===== config.mk =====
export PLATFORM = sky130hd
export DESIGN_NAME = sipo_frame_receiver
export DESIGN_NICKNAME = d
export VERILOG_FILES = /design/src/rtl/sipo_frame_receiver.sv
export SDC_FILE = /design/constraint.sdc
export NUM_CORES = 1
export LEC_CHECK = 0
export CAP_MARGIN = 20
export CORE_UTILIZATION = 55
export CTS_CLUSTER_DIAMETER = 30
export DETAILED_ROUTE_END_ITERATION = 16
export PLACE_DENSITY = 0.86
export SLEW_MARGIN = 15
export SYNTH_ARGS = -nofsm -noshare
export SYNTH_HDL_FRONTEND = slang
export SYNTH_SLANG_ARGS = --single-unit

===== constraint.sdc =====
create_clock -name clk -period 3.1 [get_ports clk]
set_input_delay 0.62 -clock clk [delete_from_list [all_inputs] [get_ports clk]]
set_output_delay 0.62 -clock clk [all_outputs]
set_load 0.03 [all_outputs]

===== src/rtl/sipo_frame_receiver.sv =====
// Serial-in, word-out frame receiver with a valid/ready holding register.
// It also detects overrun, frames aborted by resync, and inter-bit timeouts.
`timescale 1ns/1ps
module sipo_frame_receiver #(
  parameter int unsigned WIDTH     = 8,
  parameter int unsigned MSB_FIRST = 1,
  parameter int unsigned TIMEOUT   = 16,
  localparam int unsigned CNT_W    = $clog2(WIDTH + 1)
) (
  input  logic             clk,
  input  logic             reset_n,
  input  logic             clear,
  input  logic             s_in,
  input  logic             s_valid,
  input  logic             frame_start,
  output logic [WIDTH-1:0] data,
  output logic             data_valid,
  input  logic             data_ready,
  output logic             busy,
  output logic [CNT_W-1:0] bit_count,
  output logic             overrun,
  output logic             frame_error
);

  localparam int unsigned IDL_W = (TIMEOUT != 0) ? $clog2(TIMEOUT + 1) : 1;

  typedef enum logic {
    IDLE = 1'b0,
    RECV = 1'b1
  } state_e;

  state_e             state_q, state_d;
  logic [CNT_W-1:0]   cnt_q, cnt_d;
  logic [WIDTH-1:0]   sr_q, sr_d, sr_next;
  logic [IDL_W-1:0]   idle_q, idle_d;
  logic [WIDTH-1:0]   data_q, data_d;
  logic               valid_q, valid_d;
  logic               ovr_q, ovr_d;
  logic               ferr_q, ferr_d;
  logic               timeout_hit;

  // State registers; all outputs come straight from these flops.
  always_ff @(posedge clk or negedge reset_n) begin
    if (!reset_n) begin
      state_q <= IDLE;
      cnt_q   <= '0;
      sr_q    <= '0;
      idle_q  <= '0;
      data_q  <= '0;
      valid_q <= 1'b0;
      ovr_q   <= 1'b0;
      ferr_q  <= 1'b0;
    end else begin
      state_q <= state_d;
      cnt_q   <= cnt_d;
      sr_q    <= sr_d;
      idle_q  <= idle_d;
      data_q  <= data_d;
      valid_q <= valid_d;
      ovr_q   <= ovr_d;
      ferr_q  <= ferr_d;
    end
  end

  // Next-state logic: clear > frame_start > timeout > s_valid.
  always_comb begin
    state_d = state_q;
    cnt_d   = cnt_q;
    sr_d    = sr_q;
    idle_d  = idle_q;
    data_d  = data_q;
    valid_d = valid_q;
    ovr_d   = ovr_q;
    ferr_d  = 1'b0;

    sr_next = (MSB_FIRST != 0) ? {sr_q[WIDTH-2:0], s_in} : {s_in, sr_q[WIDTH-1:1]};
    // The idle count would reach TIMEOUT on this edge; discard here so the
    // pulse follows the TIMEOUT-th idle cycle directly.
    timeout_hit = (TIMEOUT != 0) && (state_q == RECV) && !s_valid &&
                  (idle_q == IDL_W'(TIMEOUT - 1));

    if (clear) begin
      state_d = IDLE;
      cnt_d   = '0;
      sr_d    = '0;
      idle_d  = '0;
      data_d  = '0;
      valid_d = 1'b0;
      ovr_d   = 1'b0;
    end else begin
      if (valid_q && data_ready) begin
        valid_d = 1'b0;
      end

      if (frame_start) begin
        ferr_d = (state_q == RECV);
        idle_d = '0;
        if (s_valid) begin
          sr_d    = sr_next;
          cnt_d   = CNT_W'(1);
          state_d = RECV;
        end else begin
          cnt_d   = '0;
          state_d = IDLE;
        end
      end else if (timeout_hit) begin
        cnt_d   = '0;
        idle_d  = '0;
        state_d = IDLE;
        ferr_d  = 1'b1;
      end else if (s_valid) begin
        sr_d   = sr_next;
        idle_d = '0;
        if (cnt_q == CNT_W'(WIDTH - 1)) begin
          cnt_d   = '0;
          state_d = IDLE;
          // Holding register is free if empty or being drained this cycle.
          if (!valid_q || data_ready) begin
            data_d  = sr_next;
            valid_d = 1'b1;
          end else begin
            ovr_d = 1'b1;
          end
        end else begin
          cnt_d   = cnt_q + CNT_W'(1);
          state_d = RECV;
        end
      end else if ((state_q == RECV) && (TIMEOUT != 0)) begin
        idle_d = idle_q + IDL_W'(1);
      end
    end
  end

  assign data        = data_q;
  assign data_valid  = valid_q;
  assign busy        = (state_q == RECV);
  assign bit_count   = cnt_q;
  assign overrun     = ovr_q;
  assign frame_error = ferr_q;

endmodule


== After elaboration in Yosys (flattened, before gate mapping) ==
Cells that the tools add are included.

* Add/subtract/negate cells: 2
* Multiplexer cells: 43
* Reductions and logical operators: 13
* Equality and inequality tests: 6

{| class="wikitable"
|+ Operator list
! operator !! count
|-
| $mux W8 || 10
|-
| $mux W5 || 5
|-
| $mux W1 || 23
|-
| $mux W4 || 5
|-
| $reduce_and A5 Y1 || 2
|-
| $ne A2 B2 Y1 const B || 3
|-
| $reduce_bool A2 Y1 || 3
|-
| $add A5 B1 Y5 const B || 1
|-
| $eq A5 B4 Y1 const B || 1
|-
| $reduce_bool A5 Y1 || 1
|-
| $add A4 B1 Y4 const B || 1
|-
| $eq A4 B3 Y1 const B || 1
|-
| $reduce_bool A4 Y1 || 1
|-
| $logic_and A1 B1 Y1 || 3
|-
| $ne A3 B3 Y1 const B || 1
|-
| $logic_not A1 Y1 || 2
|-
| $logic_or A1 B1 Y1 || 1
|}

* Output and inout port bits: 16
* Bits in registers: 29
* Word-level logic and storage cells: 72

== Longest topological paths before layout ==
Gate-level depths: netlist of run 1.

* Depth after elaboration: 8
* Depth in mapped cells: 6

== Worst setup path after synthesis of run 1 ==
No wires, ideal clock.

* Path type: reg2reg
* From: reg idle_q[0]
* To: reg state_q (netlist: busy)
* Data required time: 3.022 ns
* Stages on the path, launching flop included: 7
* Library setup time: 0.078 ns
* Arrival time: 1.543 ns
* Setup slack: 1.479 ns
* Path through: dfrtp_1 ha_1 and3_1 ha_1 nand2b_1 or3_1 a21oi_1

* Cells in the longest elaborated chain, start to end: 5
* Elaborated cells between the ends (all ways): 6
* Classes of those cells: 1 x eq/ne; 3 x mux; 2 x reduce/logical

{| class="wikitable"
|+ RTL lines
! what !! line !! text
|-
| from (decl) || 35 || <nowiki>logic [IDL_W-1:0] idle_q, idle_d;</nowiki>
|-
| from (signal assigned) || 57 || <nowiki>idle_q <= idle_d;</nowiki>
|-
| $eq A5 B4 Y1 (*) || 80 || <nowiki>(idle_q == IDL_W'(TIMEOUT - 1));</nowiki>
|-
| $logic_and A1 B1 Y1 (*) || 79 || <nowiki>timeout_hit = (TIMEOUT != 0) && (state_q == RECV) && !s_valid &&</nowiki>
|-
| $mux W1 || 106 || <nowiki>end else if (timeout_hit) begin</nowiki>
|-
| $mux W1 || 95 || <nowiki>if (frame_start) begin</nowiki>
|-
| $mux W1 || 82 || <nowiki>if (clear) begin</nowiki>
|-
| to (signal assigned) || 54 || <nowiki>state_q <= state_d;</nowiki>
|-
| to (decl) || 32 || <nowiki>state_e state_q, state_d;</nowiki>
|}

Every way passes the cells marked *; elsewhere a longest branch is shown, timed or not.
A chain may end at the register's enable or synchronous reset.

== Worst setup path in the final report of run 1 ==
* From: reg state_q (netlist: busy)
* To: out busy

{| class="wikitable"
|+ RTL lines
! what !! line !! text
|-
| to (decl) || 19 || <nowiki>output logic busy,</nowiki>
|}

No word-level cell between the ends.

==> results by group, run 1 <==
Placed design
  – Routability cong.: ~0.8
  – Dpl cells: roughly 170
  – DP HPWL: 1820 µm
  – IO buf count: 22
  – Placed instance area: ~1600 µm²
  – Post-place setup slack: 0.896 ns

Global route
  – Initial antenna violation count: 0
  – Vias in the first global route: between 900 and 1,000
  – Total gr overflow: 0
  – Global-route wire length before repair: between 4000 and 5000 µm
  – Largest net degree at the start of global routing: 30
  – GRT Util Overall: approximately 23%

Synth
  – Post-synth EDFFs: 0
  – Post-synth top area share: 50.4%
  – Async S/R FF share, synth: 100%
  – Compound-Gate Fraction of Synth Area: roughly 4.8%
  – Netlist cell types: 33
  – Area leader, netlist: dfrtp_1
  – Multiplexer area fraction after synthesis: between 10% and 20%
  – Synth cell count leaders: dfrtp_1 (28), mux2i_1 (16), nor2_1 (15)
  – Mapped Area: between 1000 and 1500 µm²
  – Synth Area in XOR/XNOR: 2.52%
  – Number of synthesized register bits: 28
  – Main synth FF type: dfrtp_1
  – Synth warnings: 0
  – Syn Nets: 130
  – Post-synthesis simple-gate area fraction: 23.8%
  – Cells after synthesis: between 100 and 150
  – Sequential share of the synthesized area: around 50%
  – Area contributors post-synth: dfrtp_1 (50%), mux2i_1 (12%), nor2_1 (4.0%)
  – Largest family of logic cells by synthesized area: simple AND/OR/NAND/NOR gates
  – Most frequent cell after synthesis: dfrtp_1
  – Post-synthesis area per instance: around 12 µm²
  – Adder-cell share of the synthesized area: between 2 and 3%

Routing
  – Routed WL per cell: between 15 and 20 µm
  – Post-route ant nets: 0
  – Vias: about 950
  – Total Wirelength: around 2600 µm
  – Pre-antenna DRT Iters: 4
  – Via-per-instance ratio: 5.56
  – DRC viols: 0
  – DRT iter0 DRCs: 7

Worst setup path
  – CP peak stage delay: between 0.7 and 0.8 ns
  – Worst EP arrival: approximately 1.6 ns
  – Worst Path Class, Setup: flip-flop to output port
  – Critical Path Fanout Max: 11
  – CP max stage cell: clkdlybuf4s50_1
  – Reg-to-Reg End: busy$_DFFE_PN0P_
  – Worst Path Required: ~2.5 ns
  – R2R setup slack: 1.29 ns
  – R2R depth: 6
  – CP endpoint kind: output port
  – Worst reg2reg path startpoint: idle_q[1]$_DFFE_PN0P_
  – Critical-path cell list: clkdlybuf4s50_1
  – Type of origin of the critical path: flip-flop
  – Worst path top cell family by delay: buffers and inverters
  – Worst path bufs/invs: 1

Clock network
  – H-Tree Depth: 1
  – Clk slew on worst S/H paths: between 0.1 and 0.15 ns
  – Clock Path Buffers: 2
  – Clock sink count: 28
  – CTS hold repair buffers: 0
  – Setup bufs post-CTS: 0
  – Root Buffer: clkbuf_4
  – CTS tree: built
  – Clock latency on the worst-skew pair: approximately 0.33 ns
  – Total CTS buffers: 3
  – # resized after CTS: 0

STA
  – Tightest Pin Transition: 0.502 ns
  – Hold_ws: approximately 0.52 ns
  – Worst rel slew slack: around 66%
  – Final period utilization: a little under three quarters
  – Unrepaired setup endpoints after global routing: no
  – Setup_tns: 0 ns
  – Setup violators final: 0
  – Fin crit period: 2.23 ns
  – Fin. max-slew vios: 0
  – Final hold viol count: 0
  – Final setup skew: between 0.009 and 0.01 ns
  – Worst Setup Slack, final: 0.875 ns
  – F_max: roughly 450 MHz

Die
  – Chip Width: 52.3 µm
  – Core footprint: 2300 µm²
  – DIE HEIGHT: approximately 52 µm
  – IO Pins: 23
  – Row count: 17
  – Die ar.: approximately 2700 µm²
  – Initial Util: 60.6%

Power and ir drop
  – Tot Pwr: 0.671 mW
  – Leakage power: roughly 0.7 nW
  – Power Density: 398 nW/µm²
  – VDD IR max: about 570 µV

Final layout
  – Share of post-route cells with drive strength above 1: approximately 14%
  – Final instance area: 1680 µm²
  – Area grow syn2layout: 21.0%
  – Fillers: between 150 and 200
  – Seq. cell area: approximately 700 µm²
  – Final Non-Filler Cells: roughly 170
  – Nets: about 150
  – Final Util: between 70% and 80%
  – Antenna cell count: 0
  – Footprint of the multi-input gates: ~640 µm²

Worst hold path
  – Min-Delay Path Depth: 2
  – Hold Startpoint: overrun$_DFFE_PN0P_
  – Worst hold path class: flip-flop to flip-flop
  – Hold path endpoint: overrun$_DFFE_PN0P_

Run status
  – Outcome: finished, final reports clean

Job
  – Max cap viols: 0
## flip-flops by register name, indices dropped and copies added, names as in the netlist
signal       count
data             8
frame_error      1
data_valid       1
idle_q           5
busy             1
bit_count        4
sr_q             7
overrun          1
## cell type report
class                           instances  share of cell area [%]
Sequential cell                        28                    41.6
Multi-Input combinational cell         83                    38.1
Timing Repair Buffer                   25                    14.4
Tap cell                               28                    2.08
Clock inverter                          1                    1.78
Clock buffer                            3                    1.34
Inverter                                3                   0.669
## worst max-delay path by stage
stage,from,endpoint,slack [ns],cells past startpoint
5_1_grt,busy$_DFFE_PN0P_,busy,0.80,1
4_1_cts,busy$_DFFE_PN0P_,busy,0.87,1
6_report,busy$_DFFE_PN0P_,busy,0.87,1
3_3_place_gp,frame_start,data[6]$_DFFE_PN0P_,1.00,4
2_1_floorplan,idle_q[0]$_DFFE_PN0P_,busy$_DFFE_PN0P_,1.48,6
3_5_place_dp,frame_start,data[1]$_DFFE_PN0P_,0.90,4
## layer usage
layer  track usage [%]  wire, µm  vias to the layer above
met5                 0         0                        -
met4              6.58        16                        0
met3              6.09        92                        2
met2              38.6      1300                       21
met1              28.7      1210                      474
li1                  -         -                      454
## cells in the final DEF (no fill, tap or decap), types with 2 or more instances in the layout
| master | Yosys | final |
|---|---|---|
| nand2_1 | 3 | 3 |
| clkdlybuf4s50_1 | 0 | 22 |
| nand3b_1 | 2 | 2 |
| ha_1 | 3 | 3 |
| or2b_2 | 5 | 5 |
| xor2_1 | 4 | 4 |
| clkbuf_4 | 0 | 3 |
| inv_1 | 2 | 2 |
| a21oi_1 | 5 | 5 |
| or2b_1 | 4 | 4 |
| or3_1 | 2 | 2 |
| nor2_1 | 15 | 15 |
| nand2b_2 | 3 | 3 |
| nor3b_1 | 2 | 2 |
| dfrtp_1 | 28 | 28 |
| mux2i_1 | 16 | 16 |
| buf_4 | 1 | 3 |
| nand2b_1 | 6 | 6 |
| nand4_1 | 2 | 2 |
## power by group
part,leakage [nW],switching [mW],internal [mW]
logic,0.303,0.0323,0.0250
clock network,0.0279,0.108,0.131
registers,0.388,0.00501,0.369
total,0.718,0.145,0.525
## cell families (layout without fill, tap and decap cells)
group	Yosys count	after routing
compound gates	10	10
flops	28	28
buf+inv	9	32
fa+ha+maj	3	3
simple gates	49	49
xor+xnor	4	4
mux	17	17
(Power assumes the default switching activity.)
==> run 2: changes to the inputs <==
CORE_UTILIZATION = 47   (was 55)
PLACE_DENSITY = 0.79   (was 0.86)
clock period = 1.9 ns   (was 3.1 ns; I/O delays follow)
==> run 2 against run 1 <==
Net effect: combinational power up 73%; register-to-register slack lost 1.1 ns; cell area is 1.6% higher; count of clock-buffer cells in the layout up 1; global-route usage decreased by 5.9 points; worst hold slack worse by 0.12 ns; wire length fell by 11%; sequential share of layout area down 0.64 points; critical path depth stayed put; largest power group unchanged.
==> results by group, run 2 (synthesis results as in run 1) <==
STA
  – Worst Setup Slack, final: 0.0621 ns (was 0.875 ns)
  – Unrepaired setup endpoints after global routing: no (unchanged)
  – Worst rel slew slack: 76.9% (was 66.4%)
  – Setup violators final: 0 (unchanged)
  – Fin. max-slew vios: 0 (unchanged)
  – Final period utilization: between 90% and 100%
  – Setup_tns: 0 ns (unchanged)
  – Final hold viol count: 0 (unchanged)
  – Tightest Pin Transition: 0.347 ns (was 0.502 ns)
  – Hold_ws: 0.407 ns (was 0.523 ns)
  – F_max: about 540 MHz
  – Final setup skew: 0.00858 ns (was 0.00966 ns)
  – Fin crit period: around 1.8 ns

Final layout
  – Max reg flops: 8 (unchanged)
  – Antenna cell count: 0 (unchanged)
  – Share of post-route cells with drive strength above 1: 15.2% (was 14.0%)
  – Most common cell after layout, fill and taps aside: dfrtp_1 (unchanged)
  – Area grow syn2layout: 22.9% (was 21.0%)
  – Nets: 156 (was 154)
  – Commonest non-fill, non-tap cells in the layout: dfrtp_1 (28), clkdlybuf4s50_1 (21), mux2i_1 (16) (was dfrtp_1 (28), clkdlybuf4s50_1 (22), mux2i_1 (16))

Placed design
  – Post-place setup slack: 0.140 ns (was 0.896 ns)
  – Routability cong.: 0.747 (was 0.821)
  – IO buf count: 22 (unchanged)
  – DP HPWL: 1680 µm (was 1820 µm)

Routing
  – Total Wirelength: 2350 µm (was 2630 µm)
  – Via-per-instance ratio: 5.40 (was 5.56)
  – Vias: 951 (unchanged)
  – DRT iter0 DRCs: 17 (was 7)
  – Post-route ant nets: 0 (unchanged)
  – DRC viols: 0 (unchanged)
  – Pre-antenna DRT Iters: 4 (unchanged)
  – Routed WL per cell: 13.3 µm (was 15.4 µm)

Die
  – Die ar.: 3180 µm² (was 2730 µm²)
  – DIE HEIGHT: 56.4 µm (was 52.3 µm)
  – Chip Width: 56.4 µm (was 52.3 µm)
  – Initial Util: 50.0% (was 60.6%)
  – Row count: 19 (was 17)
  – Core footprint: 2780 µm² (was 2300 µm²)
  – IO Pins: 23 (unchanged)

Clock network
  – Total CTS buffers: 3 (unchanged)
  – H-Tree Depth: 1 (unchanged)
  – Clock Path Buffers: 2 (unchanged)
  – Setup bufs post-CTS: 0 (unchanged)
  – Clock sink count: 28 (unchanged)
  – Root Buffer: clkbuf_4 (unchanged)
  – CTS tree: built (unchanged)
  – Clock latency on the worst-skew pair: 0.33 ns (about the same)
  – # resized after CTS: 1 (was 0)
  – CTS hold repair buffers: 0 (unchanged)
  – Clk slew on worst S/H paths: 0.15 ns (was 0.14 ns)

Power and ir drop
  – Leakage power: 0.734 nW (was 0.718 nW)
  – VDD IR max: 442 µV (was 573 µV)
  – Power Density: 583 nW/µm² (was 398 nW/µm²)

Global route
  – Largest net degree at the start of global routing: 30 (unchanged)
  – Global-route wire length before repair: 4230 µm (was 4450 µm)
  – Vias in the first global route: 995 (was 985)
  – Total gr overflow: 0 (unchanged)
  – Initial antenna violation count: 0 (unchanged)
  – GRT Util Overall: 17.0% (was 22.9%)

Worst setup path
  – R2R setup slack: 0.15 ns (was 1.29 ns)
  – CP max stage cell: clkdlybuf4s50_1 (unchanged)
  – Worst path top cell family by delay: buffers and inverters (unchanged)
  – Type of origin of the critical path: flip-flop (unchanged)
  – Worst path bufs/invs: 1 (unchanged)
  – Critical Path Fanout Max: 5 (was 11)
  – CP peak stage delay: 0.69 ns (was 0.73 ns)
  – CP endpoint kind: output port (unchanged)
  – Worst EP arrival: 1.46 ns (was 1.61 ns)
  – Worst Path Class, Setup: flip-flop to output port (unchanged)
  – Worst Path Required: 1.52 ns (was 2.48 ns)
  – Critical-path cell list: clkdlybuf4s50_1 (unchanged)

Worst hold path
  – Worst hold path class: input port to async pin (was flip-flop to flip-flop)

Run status
  – Outcome: finished, final reports clean (unchanged)

Job
  – Max cap viols: 0 (unchanged)
## run 2: changes by cell type in the layout (fill, tap and decap cells not counted), sizes merged
cell / delta
buf: +2
clkdlybuf4s50: -1
clkbuf: +1
dlygate4sd2: +1
bufinv: -1
## run 2: worst paths after layout
kind                                               start               endpoint  depth (start not counted)
worst max-delay path            bit_count[3]$_DFFE_PN0P_           bit_count[3]                          1
worst min-delay path                             reset_n    data[4]$_DFFE_PN0P_                          2
worst max register to register     idle_q[0]$_DFFE_PN0P_       busy$_DFFE_PN0P_                          6
worst min register to register       overrun$_DFFE_PN0P_    overrun$_DFFE_PN0P_                          2
max in group asynchronous                        reset_n  idle_q[2]$_DFFE_PN0P_                          2
min in group clk                     overrun$_DFFE_PN0P_    overrun$_DFFE_PN0P_                          2
## run 2: through the flow
step / utilization [%] / total power, mW / cell area (µm²) / std cells
after floorplan: - / 0.673 / 1390 / 120
after detailed placement: 60.2 / 0.720 / 1680 / 172
after CTS: 61.5 / 1.01 / 1710 / 176
after global placement: 60.2 / 0.718 / 1680 / 172
final: 61.5 / 0.998 / 1710 / 176
after global routing: 61.5 / 1.04 / 1710 / 176
## run 2: per-layer routing
metal | track usage [%] | vias up | routed length [µm]
met5 | 0 | - | 0
met4 | 6.27 | 0 | 33
met3 | 2.76 | 5 | 97
met2 | 29.4 | 25 | 1190
met1 | 21.5 | 461 | 1030
li1 | - | 460 | -
## run 2: area by class of cell
cell class              instances  area (µm²)
fillers                       229        1070
flip-flops and latches         28         701
multi-input cells              83         642
repair buffers                 27         282
well taps                      31        38.8
clock buffers                   4        36.3
inverters                       3        11.3
## run 2: power breakdown
part	internal (mW)	switching, mW
clock	0.117	0.173
sequential	0.603	0.00574
combinational	0.0450	0.0539
==> run 3: changes to the inputs <==
SKIP_LAST_GASP = 1   (was default)
==> results of run 3 <==
Final layout, timing and power as in run 2 (identical DEF).
